===== src/rtl/riscv_fetch_pkg.sv =====
// Shared types for the instruction fetch sequencer: FSM states, buffer entry
// layout and the default reset PC.
package riscv_fetch_pkg;

  typedef enum logic [1:0] {
    IDLE  = 2'd0,
    RUN   = 2'd1,
    FAULT = 2'd2
  } fetch_state_e;

  typedef struct packed {
    logic [31:0] pc;
    logic [31:0] instr;
  } fetch_entry_t;

  localparam logic [31:0] RESET_PC_DEFAULT = 32'h0000_0000;

endpackage


===== src/rtl/fetch_buf2.sv =====
// Two-entry FIFO holding {pc, instr} pairs between the instruction memory and
// decode. Flush beats push and pop; head outputs read zero when empty.
module fetch_buf2
  import riscv_fetch_pkg::*;
(
  input  logic        clk,
  input  logic        rst,
  input  logic        push,
  input  logic [31:0] push_pc,
  input  logic [31:0] push_instr,
  input  logic        pop,
  input  logic        flush,
  output logic        head_valid,
  output logic [31:0] head_pc,
  output logic [31:0] head_instr,
  output logic [1:0]  occ
);

  fetch_entry_t slots [2];
  fetch_entry_t head;
  logic         rd_ptr;
  logic         wr_ptr;

  // A push while full is legal only alongside a pop; it overwrites the slot
  // being popped, whose contents were already presented this cycle.
  always_ff @(posedge clk or negedge rst) begin
    if (!rst) begin
      slots[0] <= '0;
      slots[1] <= '0;
      rd_ptr   <= 1'b0;
      wr_ptr   <= 1'b0;
      occ      <= 2'd0;
    end else if (flush) begin
      rd_ptr <= 1'b0;
      wr_ptr <= 1'b0;
      occ    <= 2'd0;
    end else begin
      if (push) begin
        slots[wr_ptr] <= '{pc: push_pc, instr: push_instr};
        wr_ptr        <= ~wr_ptr;
      end
      if (pop) begin
        rd_ptr <= ~rd_ptr;
      end
      occ <= occ + 2'(push) - 2'(pop);
    end
  end

  assign head_valid = (occ != 2'd0);
  assign head       = head_valid ? slots[rd_ptr] : '0;
  assign head_pc    = head.pc;
  assign head_instr = head.instr;

endmodule


===== src/rtl/instr_fetch_ctrl.sv =====
// Fetch sequencer: owns the PC, issues one read per cycle to a 1-cycle
// synchronous instruction memory, and hands {pc, instr} to decode.
module instr_fetch_ctrl
  import riscv_fetch_pkg::*;
#(
  parameter int          MEM_DEPTH = 1024,
  parameter logic [31:0] RESET_PC  = RESET_PC_DEFAULT
) (
  input  logic        clk,
  input  logic        rst,
  input  logic        fetch_en,
  input  logic        redirect_valid,
  input  logic [31:0] redirect_pc,
  output logic [31:0] imem_addr,
  input  logic [31:0] imem_rdata,
  output logic        out_valid,
  input  logic        out_ready,
  output logic [31:0] out_instr,
  output logic [31:0] out_pc,
  output logic        fetch_fault
);

  localparam logic [32:0] PC_LIMIT = 33'(MEM_DEPTH) * 33'd4;

  fetch_state_e state_q, state_d;
  logic [31:0]  pc_q;
  logic         epoch;
  logic         inflight;
  logic [31:0]  inflight_pc;
  logic         inflight_epoch;
  logic         fault_d;
  logic [1:0]   occ;
  logic [2:0]   credit_sum;
  logic         credit_ok;
  logic         bad_pc;
  logic         pop;
  logic         push;
  logic         issue;

  assign imem_addr  = pc_q;
  assign pop        = out_valid & out_ready;
  assign push       = inflight & (inflight_epoch == epoch);
  assign credit_sum = 3'(occ) + 3'(inflight) - 3'(pop);
  assign credit_ok  = (credit_sum < 3'd2);
  assign bad_pc     = (pc_q[1:0] != 2'b00) | ({1'b0, pc_q} >= PC_LIMIT);
  assign issue      = (state_q == RUN) & fetch_en & ~redirect_valid & credit_ok & ~bad_pc;

  // Redirect overrides everything; a fault only latches while actively running.
  always_comb begin
    state_d = state_q;
    fault_d = fetch_fault;
    unique case (state_q)
      IDLE: begin
        if (!redirect_valid && fetch_en) state_d = RUN;
      end
      RUN: begin
        if (redirect_valid) begin
          state_d = fetch_en ? RUN : IDLE;
        end else if (!fetch_en) begin
          state_d = IDLE;
        end else if (bad_pc) begin
          state_d = FAULT;
          fault_d = 1'b1;
        end
      end
      FAULT: begin
        if (redirect_valid) begin
          state_d = fetch_en ? RUN : IDLE;
          fault_d = 1'b0;
        end
      end
      default: state_d = IDLE;
    endcase
  end

  always_ff @(posedge clk or negedge rst) begin
    if (!rst) begin
      state_q        <= IDLE;
      pc_q           <= RESET_PC;
      epoch          <= 1'b0;
      inflight       <= 1'b0;
      inflight_pc    <= '0;
      inflight_epoch <= 1'b0;
      fetch_fault    <= 1'b0;
    end else begin
      state_q     <= state_d;
      fetch_fault <= fault_d;
      inflight    <= issue;
      if (redirect_valid) begin
        pc_q  <= redirect_pc;
        epoch <= ~epoch;
      end else if (issue) begin
        pc_q           <= pc_q + 32'd4;
        inflight_pc    <= pc_q;
        inflight_epoch <= epoch;
      end
    end
  end

  fetch_buf2 u_buf (
    .clk        (clk),
    .rst        (rst),
    .push       (push),
    .push_pc    (inflight_pc),
    .push_instr (imem_rdata),
    .pop        (pop),
    .flush      (redirect_valid),
    .head_valid (out_valid),
    .head_pc    (out_pc),
    .head_instr (out_instr),
    .occ        (occ)
  );

endmodule

===== config.mk =====
export PLATFORM = sky130hd
export DESIGN_NAME = instr_fetch_ctrl
export DESIGN_NICKNAME = d
export VERILOG_FILES = /design/src/rtl/riscv_fetch_pkg.sv /design/src/rtl/fetch_buf2.sv /design/src/rtl/instr_fetch_ctrl.sv
export SDC_FILE = /design/constraint.sdc
export NUM_CORES = 1
export LEC_CHECK = 0
export CAP_MARGIN = 20
export CORE_UTILIZATION = 40
export CTS_CLUSTER_SIZE = 14
export DETAILED_ROUTE_END_ITERATION = 16
export GPL_TIMING_DRIVEN = 0
export SYNTH_ARGS = -nofsm -noshare
export SYNTH_HDL_FRONTEND = slang
export SYNTH_SLANG_ARGS = --single-unit

===== constraint.sdc =====
create_clock -name clk -period 4.2 [get_ports clk]
set_input_delay 0.42 -clock clk [delete_from_list [all_inputs] [get_ports clk]]
set_output_delay 0.42 -clock clk [all_outputs]
set_load 0.1 [all_outputs]

# ---- Yosys cells after proc, flatten, opt, wreduce, memory -nomap -nowiden
# Index checks and enable logic that the tools add are counted.
dict set report classes {
  add_sub_neg 5
  magnitude_cmp 5
  eq_ne 9
  n_mux 26
  n_bitwise 14
  n_reduce_logical 14
}
# operator count
set op_table {}
lappend op_table {{64-bit 2-to-1 mux} 5}
lappend op_table {{128-bit bitwise mux} 1}
lappend op_table {{64-bit demux with 1-bit select} 1}
lappend op_table {{32-bit 2-to-1 mux} 2}
lappend op_table {{32-bit by 3-bit adder with 32-bit output (second input constant)} 1}
lappend op_table {{32-bit by 13-bit greater-or-equal comparator with 1-bit output (second input constant)} 1}
lappend op_table {{2-bit 2-to-1 mux} 6}
lappend op_table {{2-bit nonzero test} 6}
lappend op_table {{2-bit inequality test (second input constant)} 5}
lappend op_table {{1-bit 2-to-1 mux} 9}
lappend op_table {{1-bit AND} 6}
lappend op_table {{2-bit one-hot mux with 3 select lines} 1}
lappend op_table {{1-bit inverter} 5}
lappend op_table {{5-bit AND reduction} 1}
lappend op_table {{2-bit greater-or-equal comparator (second input constant)} 2}
lappend op_table {{4-bit inequality test (second input constant)} 1}
lappend op_table {{1-bit inverter with 2-bit output} 2}
lappend op_table {{2-bit AND reduction} 2}
lappend op_table {{2-bit by 1-bit adder with 3-bit output} 1}
lappend op_table {{3-bit by 2-bit less-than comparator with 1-bit output (second input constant)} 1}
lappend op_table {{3-bit AND reduction} 1}
lappend op_table {{3-bit by 1-bit subtractor with 3-bit output} 1}
lappend op_table {{2-bit by 1-bit adder with 2-bit output} 1}
lappend op_table {{2-bit by 1-bit equality test with 1-bit output (second input constant)} 1}
lappend op_table {{other kinds (9)} 10}
dict set report totals {
  register_bits 202
  wordCells 87
}

# ---- Depth between registers and ports, before layout
# Gate-level depths: netlist (run 1).
dict set report logic_depth {
  word_depth 8
  depth_mapped 13
}

# ---- Hierarchy
# A second synthesis (run 1) with hierarchy kept.
dict set report unflattened {
  hier_cells 666
  hier_area_um2 9420.3
}
# module n_inst cells_each area_each_um2 seq_area_each_um2
set by_module_without_submodules {}
lappend by_module_without_submodules {fetch_buf2 1 431 6346.1 3303.2}
lappend by_module_without_submodules {instr_fetch_ctrl 1 235 3074.2 1751.7}

# ---- Worst setup path after synthesis (run 1)
# Ideal clock, no wire load.
dict set report synth_path {
  kind {flip-flop to output port}
  from {reg u_buf.rd_ptr}
  to {out out_instr[14]}
  arrival_ns 2.342
  t_required_ns 3.780
  setup_slack_ns 1.438
  path_stages_with_launch 5
  path_buffers 2
  path_cell_list {dfrtp_1 -> clkbuf_1 -> buf_2 -> mux2i_1 -> nor2_1}
}
dict set report synth_via {
  elab_chain_cells 5
}
# item line_no
set synth_lines {}
lappend synth_lines {{from (decl)} fetch_buf2.sv:21} ;# logic rd_ptr;
lappend synth_lines {{from (signal assigned)} fetch_buf2.sv:43} ;# rd_ptr <= ~rd_ptr;
lappend synth_lines {{1-bit inverter with 2-bit output (implied by the code)} fetch_buf2.sv:50} ;# assign head = head_valid ? slots[rd_ptr] : '0;
lappend synth_lines {{64-bit 2-to-1 mux (implied by the code) (3 in a row)} fetch_buf2.sv:50}
lappend synth_lines {{64-bit 2-to-1 mux} fetch_buf2.sv:50}
lappend synth_lines {{to (decl)} instr_fetch_ctrl.sv:18} ;# output logic [31:0] out_instr,
# No other way between the ends. The select of a mux whose other input is x is not followed.

# ---- Worst setup path after layout (run 1)
dict set report layout_path {
  from {reg u_buf.rd_ptr}
  to {out out_pc[15]}
}
dict set report layout_via {
  elab_chain_cells 5
}
# item line_no
set layout_lines {}
lappend layout_lines {{1-bit inverter with 2-bit output (implied by the code)} fetch_buf2.sv:50}
lappend layout_lines {{64-bit 2-to-1 mux (implied by the code) (3 in a row)} fetch_buf2.sv:50}
lappend layout_lines {{64-bit 2-to-1 mux} fetch_buf2.sv:50}
lappend layout_lines {{to (decl)} instr_fetch_ctrl.sv:19} ;# output logic [31:0] out_pc,
# No other way between the ends. The select of a mux whose other input is x is not followed.

==> results of run 1 <==
-- critical path, stage by stage, from the launching register on --
cell,delay (ns)
sky130_fd_sc_hd__dfrtp_1,0.34
sky130_fd_sc_hd__clkbuf_1,0.55
sky130_fd_sc_hd__buf_2,0.45
sky130_fd_sc_hd__mux2i_1,0.13
sky130_fd_sc_hd__nor2_1,0.19
sky130_fd_sc_hd__clkdlybuf4s50_1,1.18
-- power groups by stage --
| stage | Clock, mW | Combinational (mW) | Sequential [mW] |
|---|---|---|---|
| after floorplan | 0 | 0.515 | 2.31 |
| after detailed placement | 0 | 1.07 | 2.09 |
| final | 1.89 | 1.06 | 2.06 |
| after global placement | 0 | 1.05 | 2.09 |
| after global routing | 2.03 | 1.12 | 2.07 |
| after CTS | 1.95 | 1.07 | 2.06 |
-- per-layer routing --
metal  wire length, um  vias to the layer above
met1              9330                     2907
met3              1190                       23
met2              9010                      164
met5                 0                        -
li1                  -                     2720
met4               242                        0
-- cell type report --
class / instances / area (sq um) / share of cell area
Inverter: 11 / 41.3 / 0.00357
Clock buffer: 32 / 659 / 0.0570
Tap cell: 275 / 344 / 0.0298
Sequential cell: 202 / 5050 / 0.437
Multi-Input combinational cell: 425 / 3480 / 0.301
Buffer: 38 / 206 / 0.0179
Clock inverter: 7 / 60.1 / 0.00519
Timing Repair Buffer: 169 / 1720 / 0.148
-- final timing paths --
kind                                     start         endpoint  slack (ns)  depth (start not counted)
worst min-delay path            inflight_pc[8]   inflight_pc[8]        0.49                          2
worst max-delay path              u_buf.rd_ptr       out_pc[15]        0.45                          5
max in group asynchronous                  rst  u_buf.slots[61]        2.66                          3
worst max register to register    u_buf.occ[1]     imem_addr[2]        1.12                         13
min in group asynchronous                  rst  u_buf.slots[30]        0.50                          2
worst min register to register  inflight_pc[8]   inflight_pc[8]        0.49                          2
-- registers in the layout (all words and copies together) (netlist names) --
| name | flops |
|---|---|
| u_buf.slots | 128 |
| imem_addr | 32 |
| inflight_pc | 32 |
| state_q | 2 |
| u_buf.occ | 2 |
| epoch | 1 |
| fetch_fault | 1 |
| inflight | 1 |
| inflight_epoch | 1 |
| u_buf.rd_ptr | 1 |
| u_buf.wr_ptr | 1 |
-- synthesized netlist by cell type --
master | number | share of area
sky130_fd_sc_hd__dfrtp_1 | 202 | 0.58
sky130_fd_sc_hd__mux2_2 | 154 | 0.20
sky130_fd_sc_hd__nor2_1 | 74 | 0.032
sky130_fd_sc_hd__mux2i_1 | 67 | 0.076
sky130_fd_sc_hd__nand2_1 | 37 | 0.016
sky130_fd_sc_hd__and2_1 | 24 | 0.017
sky130_fd_sc_hd__clkbuf_1 | 13 | 0.0056
sky130_fd_sc_hd__buf_2 | 12 | 0.0068
sky130_fd_sc_hd__inv_1 | 11 | 0.0047
sky130_fd_sc_hd__o21ai_0 | 11 | 0.0063
sky130_fd_sc_hd__nor4_1 | 6 | 0.0043
sky130_fd_sc_hd__buf_1 | 5 | 0.0021
sky130_fd_sc_hd__buf_6 | 5 | 0.0064
sky130_fd_sc_hd__ha_1 | 5 | 0.0071
sky130_fd_sc_hd__nor2b_1 | 4 | 0.0028
sky130_fd_sc_hd__xnor2_1 | 4 | 0.0040
sky130_fd_sc_hd__a211o_1 | 3 | 0.0030
sky130_fd_sc_hd__a32oi_1 | 3 | 0.0030
sky130_fd_sc_hd__and3_1 | 3 | 0.0021
sky130_fd_sc_hd__buf_4 | 3 | 0.0026
sky130_fd_sc_hd__nand3_1 | 3 | 0.0017
sky130_fd_sc_hd__nand4_1 | 3 | 0.0021
sky130_fd_sc_hd__o31ai_1 | 3 | 0.0026
sky130_fd_sc_hd__a21o_1 | 2 | 0.0017
sky130_fd_sc_hd__nand2b_1 | 2 | 0.0014
sky130_fd_sc_hd__nor3_1 | 2 | 0.0011
sky130_fd_sc_hd__or2_2 | 2 | 0.0014
sky130_fd_sc_hd__xor2_1 | 2 | 0.0020
sky130_fd_sc_hd__a21oi_1 | 1 | 0.00057
sky130_fd_sc_hd__a221oi_1 | 1 | 0.0010
sky130_fd_sc_hd__a31oi_1 | 1 | 0.00071
sky130_fd_sc_hd__fa_1 | 1 | 0.0023
sky130_fd_sc_hd__nand3b_1 | 1 | 0.00085
sky130_fd_sc_hd__nand4b_1 | 1 | 0.0010
sky130_fd_sc_hd__nor3_2 | 1 | 0.0011
sky130_fd_sc_hd__nor3b_1 | 1 | 0.00085
sky130_fd_sc_hd__o21ai_1 | 1 | 0.00057
sky130_fd_sc_hd__o41ai_2 | 1 | 0.0019
sky130_fd_sc_hd__or3_1 | 1 | 0.00071
-- cell families (layout without fill, tap and decap cells) --
family,after synthesis,after routing,synth area share
mux,221,221,0.274
flops,202,202,0.575
simple gates,165,165,0.0862
buf+inv,49,257,0.0282
compound gates,27,27,0.0212
fa+ha+maj,6,6,0.00940
xor+xnor,6,6,0.00598
-- metrics by stage --
stage               setup TNS, ns   util
floorplan                       0      -
global placement         -1067.30  0.507
detailed placement              0  0.508
CTS                             0  0.543
global route                    0  0.543
finish                          0  0.543
==> results.md, run 1 <==
Run status:
- The flow ran to the end, and the final reports show no timing, DRC or antenna violations.

Critical path:
- The arrival time of data at the critical path endpoint is 3.33 ns.
- The kind of critical path is register to output port.
- The worst setup path is launched from a register.
- The worst setup path is captured at an output port.
- The required time of the critical path is 3.78 ns.
- The critical-path maximum fanout is 10.

CTS:
- The post-CTS resize count is 0.
- The cell sitting at the root of the clock tree is a sky130_fd_sc_hd__clkbuf_16.
- CTS saw 202 sinks.
- TritonCTS built the clock tree.
- Buffers added to address setup during post-CTS repair amount to 0.
- The maximum buffer depth of the clock tree is 3.
- The clock network latency to the later pin of the worst-skew pair is 0.49 ns.
- The number of buffers added by the clock tree synthesis step is 22.
- Clock-pin slew was measured on the worst setup and hold paths at 0.06 ns.
- The cts-stage hold buffer count is 1.
- In this run the number of H-tree levels came out at 1.

Power:
- Total power for the finished layout comes to 5.01 mW.
- For this design the ratio of total power to cell area is 433 nW/um^2.
- The worst supply voltage drop on vdd is 0.319 mV.
- The internal power of the cells is 3.45 mW.
- The net switching power is 1.55 mW.
- The power share of the sequential group is 0.411.
- The leakage power of the design is 5.15 nW.
- The combinational share of power is 0.212.
- The share of total power consumed by net switching is 0.310.
- The share of total power dissipated in the clock network is 0.377.

Layout:
- The library cells used most frequently in the layout, excluding fill and tap cells, are sky130_fd_sc_hd__dfrtp_1 (202), sky130_fd_sc_hd__clkdlybuf4s50_1 (165), sky130_fd_sc_hd__mux2_2 (154), sky130_fd_sc_hd__nor2_1 (74), sky130_fd_sc_hd__mux2i_1 (67).
- From synthesis to final layout, the design area changed by 31.6%.
- After routing the design area is 11600 sq um.
- For this run, the post-layout net count is 944.
- The share of layout cells above drive strength 1 is 0.244.
- 0 antenna diodes ended up in the layout.
- The filler cell count in the final layout is 1783.
- The count of cells in the finished layout, fillers not included, comes to 1159.
- The most common library cell in the layout ignoring fill and taps is sky130_fd_sc_hd__dfrtp_1.

STA:
- At the pin with the least slew margin, the transition time is 1.04 ns.
- The final worst-path setup slack is 0.451 ns.
- Setup violations remaining at the end of the flow were counted as 0.
- Setup repair after global routing left no endpoint under its margin.
- The maximum clock skew at final layout is 0.00852 ns.
- The number of pins exceeding their max-slew limit in the final report came to 0.
- The highest clock rate is 267 MHz.
- On the final layout, the worst hold slack is 0.491 ns.
- Dividing the final minimum period by the clock period gives 0.893.
- The final-report hold violation count is 0.
- The clock period minus worst slack is 3.75 ns.
- In this run the tightest slew margin relative to its limit is 0.305.

Place:
- The final estimated routing congestion in global placement is 0.788.
- The pre-CTS setup slack is 0.723 ns.
- Including well taps, the total number of placed cells is 1118.
- The wire-length estimate of the detail-placed layout is 13700 um.
- The instance area after placement is 10800 sq um.
- The count of input and output buffers is 166.

Global route:
- The via count of the first global-routing pass is 6247.
- The first global-routing pass estimated 32300 um of wire.
- For this run, global-route usage on met2 was measured as 0.290.
- The number of antenna violations at the first check in global routing is 0.
- The pin count of the biggest net entering global routing is 118.
- For met3 alone, demand over resource in global routing was 0.0394.
- For this run the aggregate overflow at the end of global routing stands at 0.
- For this run, the total global-route usage over all layers was measured as 0.180.
- The routing layer with the top usage in global route is met2.
- The met1 capacity usage during global routing is 0.248.

Drt:
- The final routed wirelength across all metal layers is 19800 um.
- After detailed routing, the average wire length per cell comes to 17.1 um.
- After the first detailed-routing iteration, the DRC count stood at 215.
- The remaining antenna violation count after routing is 0.
- The number of vias in the routed layout is 5814.
- The detailed-router iteration count before antenna repair is 5.
- The post-route DRC violation count is 0.
- The routed via count divided by cell count is 5.02.

Floorplanning:
- The die extent in x is 150 um.
- The floorplan has 53 rows.
- For this configuration, the core starts out at a cell density of 0.413.
- The die covers 22600 sq um.
- Measured along the y axis, the die boundary spans 150 um.
- The floorplan step defined a core boundary enclosing 21300 sq um.
- In this run the count of I/O pins placed on the die edge is 167.

Synth:
- Summing every instance area after synthesis gives 8790 sq um.
- The register area share after synthesis is 0.575.
- The number of standard cells after synthesis is 676.
- The number of synthesized register bits is 202.
- The number of nets handed over by synthesis was 751.
- After synthesis, the mean cell area works out to 13.0 sq um.
- For this run, the number of Yosys warnings is 0.
- The post-synthesis cell type count is 39.

Flow run:
- The max capacitance violation total is 0.

Hold path:
- The path class of the tightest hold or removal check is register to register.
(Power assumes the default switching activity.)
==> run 2: changes to the inputs <==
Settings changed: CORE_MARGIN set to 4.
==> run 2 against run 1 <==
Flip-flop and latch count unchanged. Cell area grew 0.45%. Routed wire length rose by 1.5%. Register-to-register slack better by 0.04 ns. Via count up 0.14%. Clock power up 6%. Count of clock-buffer cells in the layout up 2. Critical path depth is the same. First-iteration DRC count down 0.93%. Critical endpoint is now out_pc[28]. Largest cell class unchanged.
==> results.md, run 2 (same netlist as run 1, synthesis figures left out) <==
STA:
- The final worst-path setup slack is 0.396 ns (-0.0546 ns).
- The highest clock rate came to 263 MHz (-1.4%).
- The maximum clock skew at final layout was 0.00932 ns (+0.000801 ns).
- The slew at the pin closest to its max-slew limit is 1.07 ns (+0.0309 ns).
- The number of pins exceeding their max-slew limit in the final report is 0 (unchanged).
- Setup repair after global routing left no endpoint under its margin.
- The number of failing setup endpoints in the final timing report is 0 (unchanged).
- The sum of negative setup slack was 0 ns (unchanged).
- The relative max-transition margin came to 0.284 (-0.0206).
- The portion of the clock cycle consumed by the worst path in the final layout came to 0.906 (+0.0130).
- The clock period minus worst slack is 3.80 ns (+0.0546 ns).
- The worst hold slack is 0.496 ns (+0.00480 ns).
- The final-report hold violation count came to 0 (unchanged).

Global route:
- The met3 track utilization from global routing is 0.0408 (+0.00138).
- The pin count of the biggest net entering global routing is 116 (-1.7%).
- The via count of the first global-routing pass is 6204 (-0.69%).
- The all-layer global routing usage is 0.163 (-0.0164).
- The residual overflow from global routing is 0 (unchanged).
- The number of antenna violations at the first check in global routing came to 0 (unchanged).
- The first-pass GRT wire length was 32600 um (+1.1%).
- The routing layer with the top usage in global route is met2.
- The met1 capacity usage during global routing is 0.224 (-0.0239).
- The met2 layer usage reported by global route is 0.266 (-0.0240).

Layout:
- Leaving out fill and tap cells, the most frequent cell in the layout is sky130_fd_sc_hd__dfrtp_1.
- The area growth from synthesis to layout is 32.2%.
- The antenna cell count came to 0 (unchanged).
- The share of layout cells above drive strength 1 is 0.245 (+0.00113).
- The total area of multi-input combinational cells came to 3480 sq um (unchanged).
- The area used by sequential logic in the layout came to 5050 sq um (unchanged).
- The register bank with the most flops is u_buf.slots.
- The top cell types in the final layout, fill and taps aside, are sky130_fd_sc_hd__dfrtp_1 (202), sky130_fd_sc_hd__clkdlybuf4s50_1 (165), sky130_fd_sc_hd__mux2_2 (154), sky130_fd_sc_hd__nor2_1 (74), sky130_fd_sc_hd__mux2i_1 (67).
- The number of flip-flops in the largest register came to 128 (unchanged).
- The post-route non-filler standard cell count was 1159 (unchanged).
- The filler cell count in the final layout is 1801 (+1.0%).
- The layout net count is 944 (unchanged).

Power:
- The worst supply voltage drop on vdd came to 0.325 mV (+1.8%).
- The power density over cell area was 441 nW/um^2 (+1.9%).
- The leakage power of the design is 5.17 nW (+0.44%).

Floorplanning:
- The die extent in x is 156 um (+4.0%).
- The total number of placement rows is 53 (unchanged).
- The area enclosed by the die boundary was 24400 sq um (+8.1%).
- The number of ports placed on the die boundary is 167 (unchanged).
- The effective utilization at floorplan is 0.413 (unchanged).
- The die boundary height is 156 um (+4.0%).
- The area inside the core boundary is 21300 sq um (unchanged).

Critical path:
- The most common cell type on the critical path is sky130_fd_sc_hd__nor2_1.
- The top cell family by delay on the critical path is buffers and inverters.
- The arrival time of data at the critical path endpoint is 3.38 ns (+0.05 ns).
- The number of cells traversed by the worst register-to-register path came to 12 (-1).
- The maximum single-stage delay on the critical path is 1.00 ns (-0.18 ns).
- The slowest stage of the critical path is the sky130_fd_sc_hd__clkdlybuf4s50_1 cell.
- The worst setup path is captured at an output port.
- The required time of the critical path was 3.78 ns (about the same).
- The cell count along the critical path came to 5 (unchanged).
- The critical-path maximum fanout is 10 (unchanged).
- The critical path goes through nor2_1, clkbuf_1, buf_1, nor2_1, clkdlybuf4s50_1.
- The launching element type of the critical path is a register.
- The critical path is of the register to output port type.
- The count of buffering cells on the critical path with inverters included is 3 (unchanged).

Place:
- The number of placed cells counting well taps is 1118 (unchanged).
- The pre-CTS setup slack is 0.778 ns (+0.0555 ns).
- The count of input and output buffers came to 166 (unchanged).
- The final estimated routing congestion in global placement is 0.799 (+1.3%).
- The HPWL after detailed placement came to 14000 um (+2.4%).

CTS:
- TritonCTS built the clock tree.
- The maximum buffer depth of the clock tree is 3 (unchanged).
- The number of sinks on the clock net is 202 (unchanged).
- The number of buffers added by the clock tree synthesis step is 22 (unchanged).
- The clock network latency to the later pin of the worst-skew pair was 0.49 ns (about the same).
- The clock slew seen by the registers of the worst setup and hold paths is 0.06 ns (about the same).
- The clock root buffer is sky130_fd_sc_hd__clkbuf_16.
- The number of levels the H-tree was split into is 1 (unchanged).

Hold path:
- The instance count along the most critical hold path came to 2 (unchanged).
- The class of the tightest hold or removal check is register to register.

Drt:
- The detailed-router iteration count before antenna repair is 6 (+1).
- The number of vias in the routed layout was 5822 (+0.14%).
- The remaining antenna violation count after routing came to 0 (unchanged).
- The post-route DRC violation count came to 0 (unchanged).
- The post-detailed-route wirelength per cell came to 17.3 um (+1.5%).
- The routed via count divided by cell count came to 5.02 (+0.14%).
- The final routed wirelength across all metal layers is 20100 um (+1.5%).
- The DRC violation total after the first TritonRoute iteration is 213 (-0.93%).

Run status:
- The run finished with clean final reports.

Flow run:
- The max capacitance violation total is 0 (unchanged).
-- run 2: cell types whose count changed in the layout (fill, tap and decap cells not counted), sizes merged --
cell	change
bufinv	+1
clkbuf	+2
clkinv	-3
-- run 2: layout make-up --
| cell class | instances | area share |
|---|---|---|
| tap | 275 | 0.0296 |
| multi-input combinational | 425 | 0.300 |
| clock inverter | 5 | 0.00646 |
| clock buffer | 34 | 0.0600 |
| buffer | 38 | 0.0178 |
| sequential | 202 | 0.435 |
| timing repair buffer | 169 | 0.148 |
| inverter | 11 | 0.00355 |
-- run 2: final timing paths --
path,from,end,slack (ns)
setup / recovery,u_buf.occ[1],out_pc[28],0.40
hold / removal,inflight_epoch,inflight_epoch,0.50
setup reg to reg,u_buf.occ[1],inflight_pc[31],1.16
hold reg to reg,inflight_epoch,inflight_epoch,0.50
max in group asynchronous,rst,u_buf.slots[60],2.67
min in group asynchronous,rst,u_buf.slots[29],0.53
-- run 2: stage by stage --
stage | power (mW) | utilization | cell area [sq um]
final | 5.12 | 0.546 | 11600
after global routing | 5.34 | 0.546 | 11600
after CTS | 5.20 | 0.545 | 11600
after detailed placement | 3.16 | 0.508 | 10800
after global placement | 3.15 | 0.507 | 10800
after floorplan | 2.82 | - | 8790
-- run 2: worst register-to-register path, cell delays in order, from the launching register on --
cell                       delay (ns)
sky130_fd_sc_hd__dfrtp_1         0.44
sky130_fd_sc_hd__nor2_1          0.23
sky130_fd_sc_hd__nor2b_1         0.11
sky130_fd_sc_hd__ha_1            0.28
sky130_fd_sc_hd__inv_1           0.07
sky130_fd_sc_hd__nand2_1         0.06
sky130_fd_sc_hd__fa_1            0.38
sky130_fd_sc_hd__xnor2_1         0.17
sky130_fd_sc_hd__nand4_1         0.15
sky130_fd_sc_hd__or3_1           0.32
sky130_fd_sc_hd__buf_2           0.19
sky130_fd_sc_hd__clkbuf_1        0.27
sky130_fd_sc_hd__and2_1          0.24
-- run 2: what timing repair did --
| item | in CTS | in global routing |
|---|---|---|
| hold endpoints to repair | 87 | 0 |
| endpoints found under the setup margin | 0 | 0 |
| hold buffers | 1 | 0 |
| gates resized for setup | 0 | 0 |
| setup buffers | 0 | 0 |
-- run 2: per-layer routing --
metal | up-vias | wire, um
li1 | 2733 | -
met1 | 2916 | 9290
met2 | 151 | 9190
met3 | 22 | 1370
met4 | 0 | 218
met5 | - | 0
-- run 2: power breakdown --
group	switching [mW]	internal (mW)	leakage, nW	total, mW
registers	0.0534	2.00	2.71	2.06
clock network	0.747	1.26	0.384	2.01
logic	0.757	0.303	2.08	1.06
total	1.56	3.57	5.17	5.12
